===== src/rtl/frame_mux_if.sv =====
// ---------------------------------------------------------------------------
// frame_mux_if -- bundle of all frame_mux handshake, data and status signals.
//
// Parameter
//   WIDTH : sample width of every re/im bus (two's complement); it must match
//           the WIDTH of the frame_mux instance that uses this interface.
//
// Signals (direction as seen by the frame_mux, i.e. the slave modport)
//   frame_start      in   frame request pulse
//   pld_len          in   signal+payload sample count, latched with frame_start
//   di_preamble_*    in   preamble sample stream (re, im, vld) / rdy out
//   di_sigpld_*      in   signal/payload sample stream (re, im, vld) / rdy out
//   do_re/do_im      out  assembled frame sample
//   do_vld/do_last   out  sample valid pulse / final data sample of the frame
//   busy             out  frame in progress
//   underrun         out  sticky payload underrun flag
//   state_dbg        out  encoded FSM state (0 IDLE, 1 PRE, 2 PLD, 3 GAP)
//
// Modports: slave = frame_mux side, master = driving/observing side.
// ---------------------------------------------------------------------------
interface frame_mux_if #(
    parameter int WIDTH = 12
);
    logic             frame_start;
    logic [13:0]      pld_len;

    logic [WIDTH-1:0] di_preamble_re;
    logic [WIDTH-1:0] di_preamble_im;
    logic             di_preamble_vld;
    logic             di_preamble_rdy;

    logic [WIDTH-1:0] di_sigpld_re;
    logic [WIDTH-1:0] di_sigpld_im;
    logic             di_sigpld_vld;
    logic             di_sigpld_rdy;

    logic [WIDTH-1:0] do_re;
    logic [WIDTH-1:0] do_im;
    logic             do_vld;
    logic             do_last;

    logic             busy;
    logic             underrun;
    logic [1:0]       state_dbg;

    modport slave (
        input  frame_start, pld_len,
        input  di_preamble_re, di_preamble_im, di_preamble_vld,
        input  di_sigpld_re, di_sigpld_im, di_sigpld_vld,
        output di_preamble_rdy, di_sigpld_rdy,
        output do_re, do_im, do_vld, do_last,
        output busy, underrun, state_dbg
    );

    modport master (
        output frame_start, pld_len,
        output di_preamble_re, di_preamble_im, di_preamble_vld,
        output di_sigpld_re, di_sigpld_im, di_sigpld_vld,
        input  di_preamble_rdy, di_sigpld_rdy,
        input  do_re, do_im, do_vld, do_last,
        input  busy, underrun, state_dbg
    );
endinterface


===== src/rtl/frame_mux.sv =====
// ---------------------------------------------------------------------------
// frame_mux -- assembles an output frame from a preamble stream followed by a
// buffered signal/payload stream, emitting one sample per OUT_DIV-cycle slot.
//
// Parameters
//   WIDTH      : re/im sample width
//   PRE_LEN    : preamble samples per frame
//   FIFO_DEPTH : signal/payload buffer depth in samples (power of two, >= 2)
//   OUT_DIV    : clock cycles per output slot
//   GAP_LEN    : zero samples appended after a frame (GAP build only)
//
// Ports
//   clk  : system clock, rising edge
//   rst  : asynchronous, active-high reset
//   bus  : frame_mux_if.slave (see rtl/frame_mux_if.sv for the signal list)
//
// Build option
//   FRAME_MUX_GAP_EN : when defined, each frame is followed by GAP_LEN zero
//                      samples (one per slot, do_last low) before IDLE.
//                      When undefined, the GAP state is unreachable.
//
// Handshake: every vld/rdy pair transfers one sample on each rising edge
// where vld and rdy are both high; a source holds its data and vld until the
// transfer happens, and rdy never depends combinationally on vld.
// ---------------------------------------------------------------------------
module frame_mux #(
    parameter int WIDTH      = 12,
    parameter int PRE_LEN    = 320,
    parameter int FIFO_DEPTH = 64,
    parameter int OUT_DIV    = 3,
    parameter int GAP_LEN    = 16
) (
    input  logic       clk,
    input  logic       rst,
    frame_mux_if.slave bus
);
    localparam int AW = $clog2(FIFO_DEPTH);
    localparam int CW = AW + 1;
    localparam int SW = (OUT_DIV > 1) ? $clog2(OUT_DIV) : 1;
    localparam int PW = $clog2(PRE_LEN + 1);
    localparam int GW = (GAP_LEN > 0) ? $clog2(GAP_LEN + 1) : 1;

    typedef enum logic [1:0] {
        IDLE = 2'd0,
        PRE  = 2'd1,
        PLD  = 2'd2,
        GAP  = 2'd3
    } state_t;

    // Where the FSM goes once the last data sample of a frame is out.
`ifdef FRAME_MUX_GAP_EN
    localparam state_t FRAME_END = GAP;
`else
    localparam state_t FRAME_END = IDLE;
`endif

    state_t state, state_next;

    // Frame bookkeeping
    logic [SW-1:0]    slot_cnt;
    logic [PW-1:0]    pre_cnt;
    logic [13:0]      pld_len_q;
    logic [13:0]      pld_cnt;
    logic [GW-1:0]    gap_cnt;
    logic             underrun_q;

    // Output registers
    logic [WIDTH-1:0] do_re_q;
    logic [WIDTH-1:0] do_im_q;
    logic             do_vld_q;
    logic             do_last_q;

    // Signal/payload FIFO; pointers carry one extra bit so that full and
    // empty are both exact.
    logic [WIDTH-1:0] mem_re [FIFO_DEPTH];
    logic [WIDTH-1:0] mem_im [FIFO_DEPTH];
    logic [AW:0]      wr_ptr, rd_ptr;
    logic [AW:0]      wr_ptr_nxt, rd_ptr_nxt;
    logic [AW:0]      fifo_cnt, fifo_cnt_nxt;
    logic             fifo_empty;
    logic             sigpld_rdy_q;
    logic             push;

    // Combinational FSM outputs
    logic             slot_open;
    logic             slot_fill;
    logic             start_acc;
    logic             pre_rdy;
    logic             pre_acc;
    logic             pop;
    logic             gap_emit;
    logic             underrun_set;
    logic             last_sample;

    // -----------------------------------------------------------------------
    // FIFO status
    // -----------------------------------------------------------------------
    assign push         = bus.di_sigpld_vld & sigpld_rdy_q;
    assign fifo_cnt     = wr_ptr - rd_ptr;
    assign fifo_empty   = (fifo_cnt == '0);
    assign wr_ptr_nxt   = wr_ptr + {{AW{1'b0}}, push};
    assign rd_ptr_nxt   = rd_ptr + {{AW{1'b0}}, pop};
    assign fifo_cnt_nxt = wr_ptr_nxt - rd_ptr_nxt;

    // -----------------------------------------------------------------------
    // FSM state register
    // -----------------------------------------------------------------------
    always_ff @(posedge clk or posedge rst) begin
        if (rst) begin
            state <= IDLE;
        end else begin
            state <= state_next;
        end
    end

    // -----------------------------------------------------------------------
    // FSM next state and per-cycle control
    // -----------------------------------------------------------------------
    always_comb begin
        state_next   = state;
        start_acc    = 1'b0;
        pre_rdy      = 1'b0;
        pre_acc      = 1'b0;
        pop          = 1'b0;
        gap_emit     = 1'b0;
        underrun_set = 1'b0;
        last_sample  = 1'b0;
        slot_open    = (slot_cnt == '0);

        case (state)
            IDLE: begin
                if (bus.frame_start) begin
                    start_acc  = 1'b1;
                    state_next = PRE;
                end
            end

            // Exit decisions use the counters after the final transfer, so
            // the state changes one cycle after the last sample is emitted.
            PRE: begin
                if (pre_cnt != PW'(PRE_LEN)) begin
                    pre_rdy     = slot_open;
                    pre_acc     = slot_open & bus.di_preamble_vld;
                    last_sample = pre_acc && (pre_cnt == PW'(PRE_LEN - 1))
                                  && (pld_len_q == 14'd0);
                end else if (pld_len_q == 14'd0) begin
                    state_next = FRAME_END;
                end else begin
                    state_next = PLD;
                end
            end

            PLD: begin
                if (pld_cnt != pld_len_q) begin
                    if (slot_open) begin
                        if (fifo_empty) begin
                            // Slot stays open (counter holds) until data arrives.
                            underrun_set = 1'b1;
                        end else begin
                            pop         = 1'b1;
                            last_sample = (pld_cnt == pld_len_q - 14'd1);
                        end
                    end
                end else begin
                    state_next = FRAME_END;
                end
            end

            GAP: begin
                if (gap_cnt != GW'(GAP_LEN)) begin
                    gap_emit = slot_open;
                end else begin
                    state_next = IDLE;
                end
            end

            default: state_next = IDLE;
        endcase

        slot_fill = pre_acc | pop | gap_emit;
    end

    // -----------------------------------------------------------------------
    // Counters, flags, outputs and FIFO pointers
    // -----------------------------------------------------------------------
    always_ff @(posedge clk or posedge rst) begin
        if (rst) begin
            slot_cnt     <= '0;
            pre_cnt      <= '0;
            pld_len_q    <= '0;
            pld_cnt      <= '0;
            gap_cnt      <= '0;
            underrun_q   <= 1'b0;
            do_re_q      <= '0;
            do_im_q      <= '0;
            do_vld_q     <= 1'b0;
            do_last_q    <= 1'b0;
            wr_ptr       <= '0;
            rd_ptr       <= '0;
            sigpld_rdy_q <= 1'b0;
        end else begin
            if (start_acc) begin
                pld_len_q  <= bus.pld_len;
                underrun_q <= 1'b0;
            end else if (underrun_set) begin
                underrun_q <= 1'b1;
            end

            // All frame counters sit at zero whenever the FSM is idle, so a
            // new frame always starts with an open slot.
            if (state_next == IDLE) begin
                slot_cnt <= '0;
                pre_cnt  <= '0;
                pld_cnt  <= '0;
                gap_cnt  <= '0;
            end else begin
                if (pre_acc) begin
                    pre_cnt <= pre_cnt + 1'b1;
                end
                if (pop) begin
                    pld_cnt <= pld_cnt + 1'b1;
                end
                if (gap_emit) begin
                    gap_cnt <= gap_cnt + 1'b1;
                end
                // Free-running through the closed part of the slot; held at
                // zero while an open slot waits for a sample.
                if (!slot_open || slot_fill) begin
                    slot_cnt <= (slot_cnt == SW'(OUT_DIV - 1)) ? '0 : slot_cnt + 1'b1;
                end
            end

            do_vld_q  <= slot_fill;
            do_last_q <= last_sample;
            if (pre_acc) begin
                do_re_q <= bus.di_preamble_re;
                do_im_q <= bus.di_preamble_im;
            end else if (pop) begin
                do_re_q <= mem_re[rd_ptr[AW-1:0]];
                do_im_q <= mem_im[rd_ptr[AW-1:0]];
            end else if (gap_emit) begin
                do_re_q <= '0;
                do_im_q <= '0;
            end

            wr_ptr <= wr_ptr_nxt;
            rd_ptr <= rd_ptr_nxt;
            // Registered ready: reflects occupancy after this cycle, so a full
            // FIFO refuses a push even in a cycle that also pops.
            sigpld_rdy_q <= (fifo_cnt_nxt != CW'(FIFO_DEPTH));
        end
    end

    // FIFO storage: contents need no reset, the pointers define validity.
    always_ff @(posedge clk) begin
        if (push) begin
            mem_re[wr_ptr[AW-1:0]] <= bus.di_sigpld_re;
            mem_im[wr_ptr[AW-1:0]] <= bus.di_sigpld_im;
        end
    end

    // -----------------------------------------------------------------------
    // Output mapping
    // -----------------------------------------------------------------------
    assign bus.di_preamble_rdy = pre_rdy;
    assign bus.di_sigpld_rdy   = sigpld_rdy_q;
    assign bus.do_re           = do_re_q;
    assign bus.do_im           = do_im_q;
    assign bus.do_vld          = do_vld_q;
    assign bus.do_last         = do_last_q;
    assign bus.busy            = (state != IDLE);
    assign bus.underrun        = underrun_q;
    assign bus.state_dbg       = state;

endmodule


===== src/flat_wrapper.sv =====
// flat-port wrapper written by rule: the top's interface ports become plain ports
module frame_mux_flat 
#(
    parameter int WIDTH      = 12,
    parameter int PRE_LEN    = 320,
    parameter int FIFO_DEPTH = 64,
    parameter int OUT_DIV    = 3,
    parameter int GAP_LEN    = 16
)
  (clk, rst, bus_frame_start, bus_pld_len, bus_di_preamble_re, bus_di_preamble_im, bus_di_preamble_vld, bus_di_sigpld_re, bus_di_sigpld_im, bus_di_sigpld_vld, bus_di_preamble_rdy, bus_di_sigpld_rdy, bus_do_re, bus_do_im, bus_do_vld, bus_do_last, bus_busy, bus_underrun, bus_state_dbg);
  frame_mux_if #(.WIDTH(WIDTH)) bus_i ();
  input  logic clk;
  input  logic rst;
  input wire logic [$bits(bus_i.frame_start)-1:0] bus_frame_start;
  input wire logic [$bits(bus_i.pld_len)-1:0] bus_pld_len;
  input wire logic [$bits(bus_i.di_preamble_re)-1:0] bus_di_preamble_re;
  input wire logic [$bits(bus_i.di_preamble_im)-1:0] bus_di_preamble_im;
  input wire logic [$bits(bus_i.di_preamble_vld)-1:0] bus_di_preamble_vld;
  input wire logic [$bits(bus_i.di_sigpld_re)-1:0] bus_di_sigpld_re;
  input wire logic [$bits(bus_i.di_sigpld_im)-1:0] bus_di_sigpld_im;
  input wire logic [$bits(bus_i.di_sigpld_vld)-1:0] bus_di_sigpld_vld;
  output wire logic [$bits(bus_i.di_preamble_rdy)-1:0] bus_di_preamble_rdy;
  output wire logic [$bits(bus_i.di_sigpld_rdy)-1:0] bus_di_sigpld_rdy;
  output wire logic [$bits(bus_i.do_re)-1:0] bus_do_re;
  output wire logic [$bits(bus_i.do_im)-1:0] bus_do_im;
  output wire logic [$bits(bus_i.do_vld)-1:0] bus_do_vld;
  output wire logic [$bits(bus_i.do_last)-1:0] bus_do_last;
  output wire logic [$bits(bus_i.busy)-1:0] bus_busy;
  output wire logic [$bits(bus_i.underrun)-1:0] bus_underrun;
  output wire logic [$bits(bus_i.state_dbg)-1:0] bus_state_dbg;
  assign bus_i.frame_start = bus_frame_start;
  assign bus_i.pld_len = bus_pld_len;
  assign bus_i.di_preamble_re = bus_di_preamble_re;
  assign bus_i.di_preamble_im = bus_di_preamble_im;
  assign bus_i.di_preamble_vld = bus_di_preamble_vld;
  assign bus_i.di_sigpld_re = bus_di_sigpld_re;
  assign bus_i.di_sigpld_im = bus_di_sigpld_im;
  assign bus_i.di_sigpld_vld = bus_di_sigpld_vld;
  assign bus_di_preamble_rdy = bus_i.di_preamble_rdy;
  assign bus_di_sigpld_rdy = bus_i.di_sigpld_rdy;
  assign bus_do_re = bus_i.do_re;
  assign bus_do_im = bus_i.do_im;
  assign bus_do_vld = bus_i.do_vld;
  assign bus_do_last = bus_i.do_last;
  assign bus_busy = bus_i.busy;
  assign bus_underrun = bus_i.underrun;
  assign bus_state_dbg = bus_i.state_dbg;
  frame_mux #(.WIDTH(WIDTH), .PRE_LEN(PRE_LEN), .FIFO_DEPTH(FIFO_DEPTH), .OUT_DIV(OUT_DIV), .GAP_LEN(GAP_LEN)) u_core (.clk(clk), .rst(rst), .bus(bus_i));
endmodule

===== config.mk =====
export PLATFORM = sky130hd
export DESIGN_NAME = frame_mux_flat
export DESIGN_NICKNAME = d
export VERILOG_FILES = /design/src/rtl/frame_mux_if.sv /design/src/rtl/frame_mux.sv /design/src/flat_wrapper.sv
export SDC_FILE = /design/constraint.sdc
export NUM_CORES = 1
export LEC_CHECK = 0
export CORE_MARGIN = 2
export CORE_UTILIZATION = 30
export CTS_CLUSTER_DIAMETER = 200
export DETAILED_ROUTE_END_ITERATION = 10
export SYNTH_ARGS = -nofsm -noshare
export SYNTH_HDL_FRONTEND = slang
export SYNTH_SLANG_ARGS = --single-unit

===== constraint.sdc =====
create_clock -name clk -period 9.59 [get_ports clk]
set_input_delay 1.4385 -clock clk [delete_from_list [all_inputs] [get_ports clk]]
set_output_delay 1.4385 -clock clk [all_outputs]
set_load 0.01 [all_outputs]

==> results.txt <==
* Post-CTS setup buffer count: 0
- Area share of the leading cell type in the synthesized netlist: 0.725
* Max Clk Rate: 188 MHz
* Wire length of the first global-routing pass: 232 mm
- Max_slew headroom: 0.108
- Final net count: 3417
- The run finished with clean final reports.
* Combined global-route utilization of all metal layers: 0.148
- For this design, the sink count on the clock tree is 1624.
* Total congestion overflow: 0
* Number of buffers inserted during clock tree synthesis: 163
- After synthesis, the largest family of logic cells by area is multiplexers.
* Pwr per Cell Area: 207 nW/um^2
* Max_cap viols: 0
* Flip-flop cell with the highest count after synthesis: sky130_fd_sc_hd__edfxtp_1
- Share of synthesized flip-flops with an asynchronous set or reset: 0.0542
- Entering global routing, the biggest net connects 127 pins.
- CTS tree: done
- Yosys printed 0 warnings.
* Length of the first detailed-routing pass in iterations: 5
- Cts repair resizes: 0
- For this design, the CTS-stage hold fixing added 0 buffers.
* Type of the worst setup path: flip-flop to flip-flop
- Worst clock skew: 0.0401 ns
- Register area: 48300 sq um
- In this run the clock root is driven by a sky130_fd_sc_hd__clkbuf_16.
- sky130_fd_sc_hd__edfxtp_1 takes more of the synthesized area than any other cell.
* Slew at the pin closest to its max-slew limit: 1.34 ns
* Die Footprint: 216000 sq um
- The clock reaches the later pin of the worst-skew pair after 0.80 ns.
- Synth Cell Area: 63600 sq um
- Total Neg Setup Slack: 0 ns
* Number of input and output port buffers inserted: 98
* Initial drt markers: 3404
- Clock-pin slew was measured on the worst setup and hold paths at 0.06 ns.
* RSZ-0062 raised after global routing: false
- Portion of netlist area occupied by mux cells: 0.148
- Synthesized area per cell: 20.4 sq um
- Of the cells placed in the final design, the portion with a size suffix greater than 1 is 0.232.
- Post-route fraction of the period consumed by the critical path: 0.556
* Classification of the worst-slack hold path: flip-flop to flip-flop
* Post-synthesis share of cell area spent on xor and xnor gates: 0.00771
- Flops & latches, synth: 1624
* Crit path time final: 5.33 ns
- Filler cell count in the final layout: 19600
- The initial antenna violation count was 10.
* Number of rows in the core area: 169
- The core region is 211000 sq um.
* Final number of max-transition violations: 0
- Number of buffers on the longest clock path: 3
* Footprint of the multi-input gates: 14600 sq um
* Post-synthesis compound-gate area fraction: 0.0398
- DIE WIDTH: 465 um
* Wire length per cell: 25.8 um
* Maximum fanout count along the critical path: 43
- Synthesis produced 3121 cells.
* RD Place Congestion: 0.876
* Number of primary I/O pins: 99
- Sequential element share of the synthesized area: 0.759
- Of the total synthesized cell area, the portion taken by full adders, half adders and majority gates is 0.00531.
* Area contributors post-synth: sky130_fd_sc_hd__edfxtp_1, sky130_fd_sc_hd__mux4_2, sky130_fd_sc_hd__dfrtp_1
- Vias per std cell: 5.05
* Detailed-route via count: 31700
- The detail route stage leaves a number of antenna-violating nets equal to 0.
- STA puts the critical path data required time at 10.31 ns.
* Endpoint class of the critical path: flip-flop
* Cell variety after synth: 64
* Sum of routed wire length over all layers: 162 mm
- DRC errors left: 0
- STA classifies the critical path startpoint as a flip-flop.
* Count of flip-flops with a built-in enable after synthesis: 1536
- Die height: 465 um
- VDD sags by at most 225 uV.
- Summed over all cells, the static leakage comes to 22.2 nW.
- From synthesis to final layout, the design area changed by 15.4%.
* Half-perimeter wire length of the detailed placement result: 89.0 mm
- Simple-gate area share of the yosys netlist: 0.0249
- Net count of the mapped netlist: 3215
- Final hold violation count: 0
* Count of H-tree levels built during CTS: 4
- The design draws 15.2 mW.
- The initial utilization of the core area, before any placement, comes to 0.301.
- Arrival time of the worst setup path: 6.05 ns
- The via count of the first global-routing pass came to 31700.
- Setup violations remaining at the end of the flow were counted as 0.
## Yosys cell counts, types with 38 or more instances
cell type                  number
sky130_fd_sc_hd__mux4_2       333
sky130_fd_sc_hd__nand2_1       73
sky130_fd_sc_hd__nor2_1       118
sky130_fd_sc_hd__dfrtp_1       88
sky130_fd_sc_hd__clkbuf_1      78
sky130_fd_sc_hd__buf_2         40
sky130_fd_sc_hd__edfxtp_1    1536
sky130_fd_sc_hd__a22oi_1      106
sky130_fd_sc_hd__a21oi_1       38
sky130_fd_sc_hd__nand3_1       45
sky130_fd_sc_hd__mux2i_1      163
sky130_fd_sc_hd__o21ai_0       79
## worst max-delay path: stages (launching register included)
cell	delay, ns
sky130_fd_sc_hd__dfrtp_1	0.32
sky130_fd_sc_hd__buf_4	0.50
sky130_fd_sc_hd__clkinv_1	0.14
sky130_fd_sc_hd__buf_4	0.35
sky130_fd_sc_hd__ha_1	0.45
sky130_fd_sc_hd__nor2_1	0.14
sky130_fd_sc_hd__xnor2_1	0.08
sky130_fd_sc_hd__or4_1	0.53
sky130_fd_sc_hd__a21o_1	0.36
sky130_fd_sc_hd__nand2_8	0.31
sky130_fd_sc_hd__inv_4	0.09
sky130_fd_sc_hd__ha_1	0.23
sky130_fd_sc_hd__ha_1	0.30
sky130_fd_sc_hd__inv_1	0.05
sky130_fd_sc_hd__ha_1	0.30
sky130_fd_sc_hd__nor2b_1	0.14
sky130_fd_sc_hd__o21ai_0	0.15
sky130_fd_sc_hd__nand2b_1	0.11
sky130_fd_sc_hd__a21o_1	0.18
sky130_fd_sc_hd__a21o_1	0.18
sky130_fd_sc_hd__and3b_1	0.17
sky130_fd_sc_hd__o21ai_0	0.15
## metal layers
layer / up-vias / global-route usage / wire (um)
li1: 13400 / - / -
met1: 17000 / 0.202 / 69400
met2: 1091 / 0.239 / 78500
met3: 230 / 0.0244 / 9610
met4: 4 / 0.0482 / 4660
met5: - / 0 / 39
## flip-flops by register name, indices dropped and copies added (netlist names), 2 cells and up
register and count:
u_core.mem_im 768, u_core.mem_re 768, u_core.pld_cnt 14, u_core.pld_len_q 14, u_core.bus.do_im 12, u_core.bus.do_re 12, u_core.pre_cnt 9, u_core.rd_ptr 7
u_core.wr_ptr 7, u_core.gap_cnt 5, u_core.bus.state_dbg 2, u_core.slot_cnt 2
## path summary, 6_finish.rpt
| check | start | to | slack (ns) | depth (start not counted) |
|---|---|---|---|---|
| setup reg to reg | u_core.rd_ptr[4]$_DFF_PP0_ | u_core.bus.di_sigpld_rdy$_DFF_PP0_ | 4.26 | 21 |
| hold reg to reg | u_core.bus.do_re[1]$_DFFE_PP0P_ | u_core.bus.do_re[1]$_DFFE_PP0P_ | 0.52 | 1 |
| hold / removal | u_core.bus.do_re[1]$_DFFE_PP0P_ | u_core.bus.do_re[1]$_DFFE_PP0P_ | 0.52 | 1 |
| setup / recovery | u_core.rd_ptr[4]$_DFF_PP0_ | u_core.bus.di_sigpld_rdy$_DFF_PP0_ | 4.26 | 21 |
| max in group asynchronous | rst | u_core.rd_ptr[2]$_DFF_PP0_ | 7.30 | 3 |
| min in group asynchronous | rst | u_core.pld_len_q[10]$_DFFE_PP0P_ | 1.02 | 2 |
## layout by cell type, fill, tap and decap left out, drive strengths merged, types with 5 or more instances in the layout
master	Yosys	routed
a21oi	38	38
a221o	23	23
a221oi	29	29
a22oi	106	106
a311oi	5	5
a31oi	9	9
and2	5	5
and3	7	7
buf	94	135
bufinv	0	11
clkbuf	78	205
clkdlybuf4s50	0	74
clkinv	2	79
dfrtp	88	88
edfxtp	1536	1536
ha	27	27
inv	26	32
mux2	23	23
mux2i	163	163
mux4	333	333
nand2	74	74
nand2b	6	6
nand3	45	45
nand4	15	15
nor2	118	118
nor2b	9	9
nor3	15	15
o211ai	20	20
o21ai	98	98
o32ai	19	19
or3	8	8
xnor2	35	35
xor2	21	21
## where the power goes
group / internal, mW / leakage (nW) / switching [mW]
sequential: 8.04 / 14.9 / 0.134
combinational: 0.273 / 4.81 / 0.591
clock: 3.46 / 2.51 / 2.69
total: 11.8 / 22.2 / 3.41
## kinds of logic after synthesis
group                      after synthesis
DFF                                   1624
muxes                                  519
AOI/OAI and AO/OA                      367
and+or+nand+nor                        328
buffers and inverters                  200
xor gates and xnor gates                56
adders and majority gates               27
## layout make-up
type,instances,share of cell area
Tap cell,2821,0.0481
Clock inverter,97,0.0122
Timing Repair Buffer,209,0.0237
Clock buffer,205,0.0579
Antenna cell,2,0.0000681
Sequential cell,1624,0.658
Multi-Input combinational cell,1297,0.198
Inverter,28,0.00150
## metrics by stage
step	instance area [sq um]	std cells	hold WS, ns	util	worst slack (ns)
floorplan	63600	3121	0.492	-	5.19
finish	73500	6283	0.517	0.347	4.26
global placement	68300	5979	0.482	0.323	4.26
detailed placement	68300	5979	0.504	0.323	4.29
CTS	73400	6281	0.517	0.347	4.28
global route	73400	6281	0.528	0.347	3.96
Power figures use the tool's default switching activity.
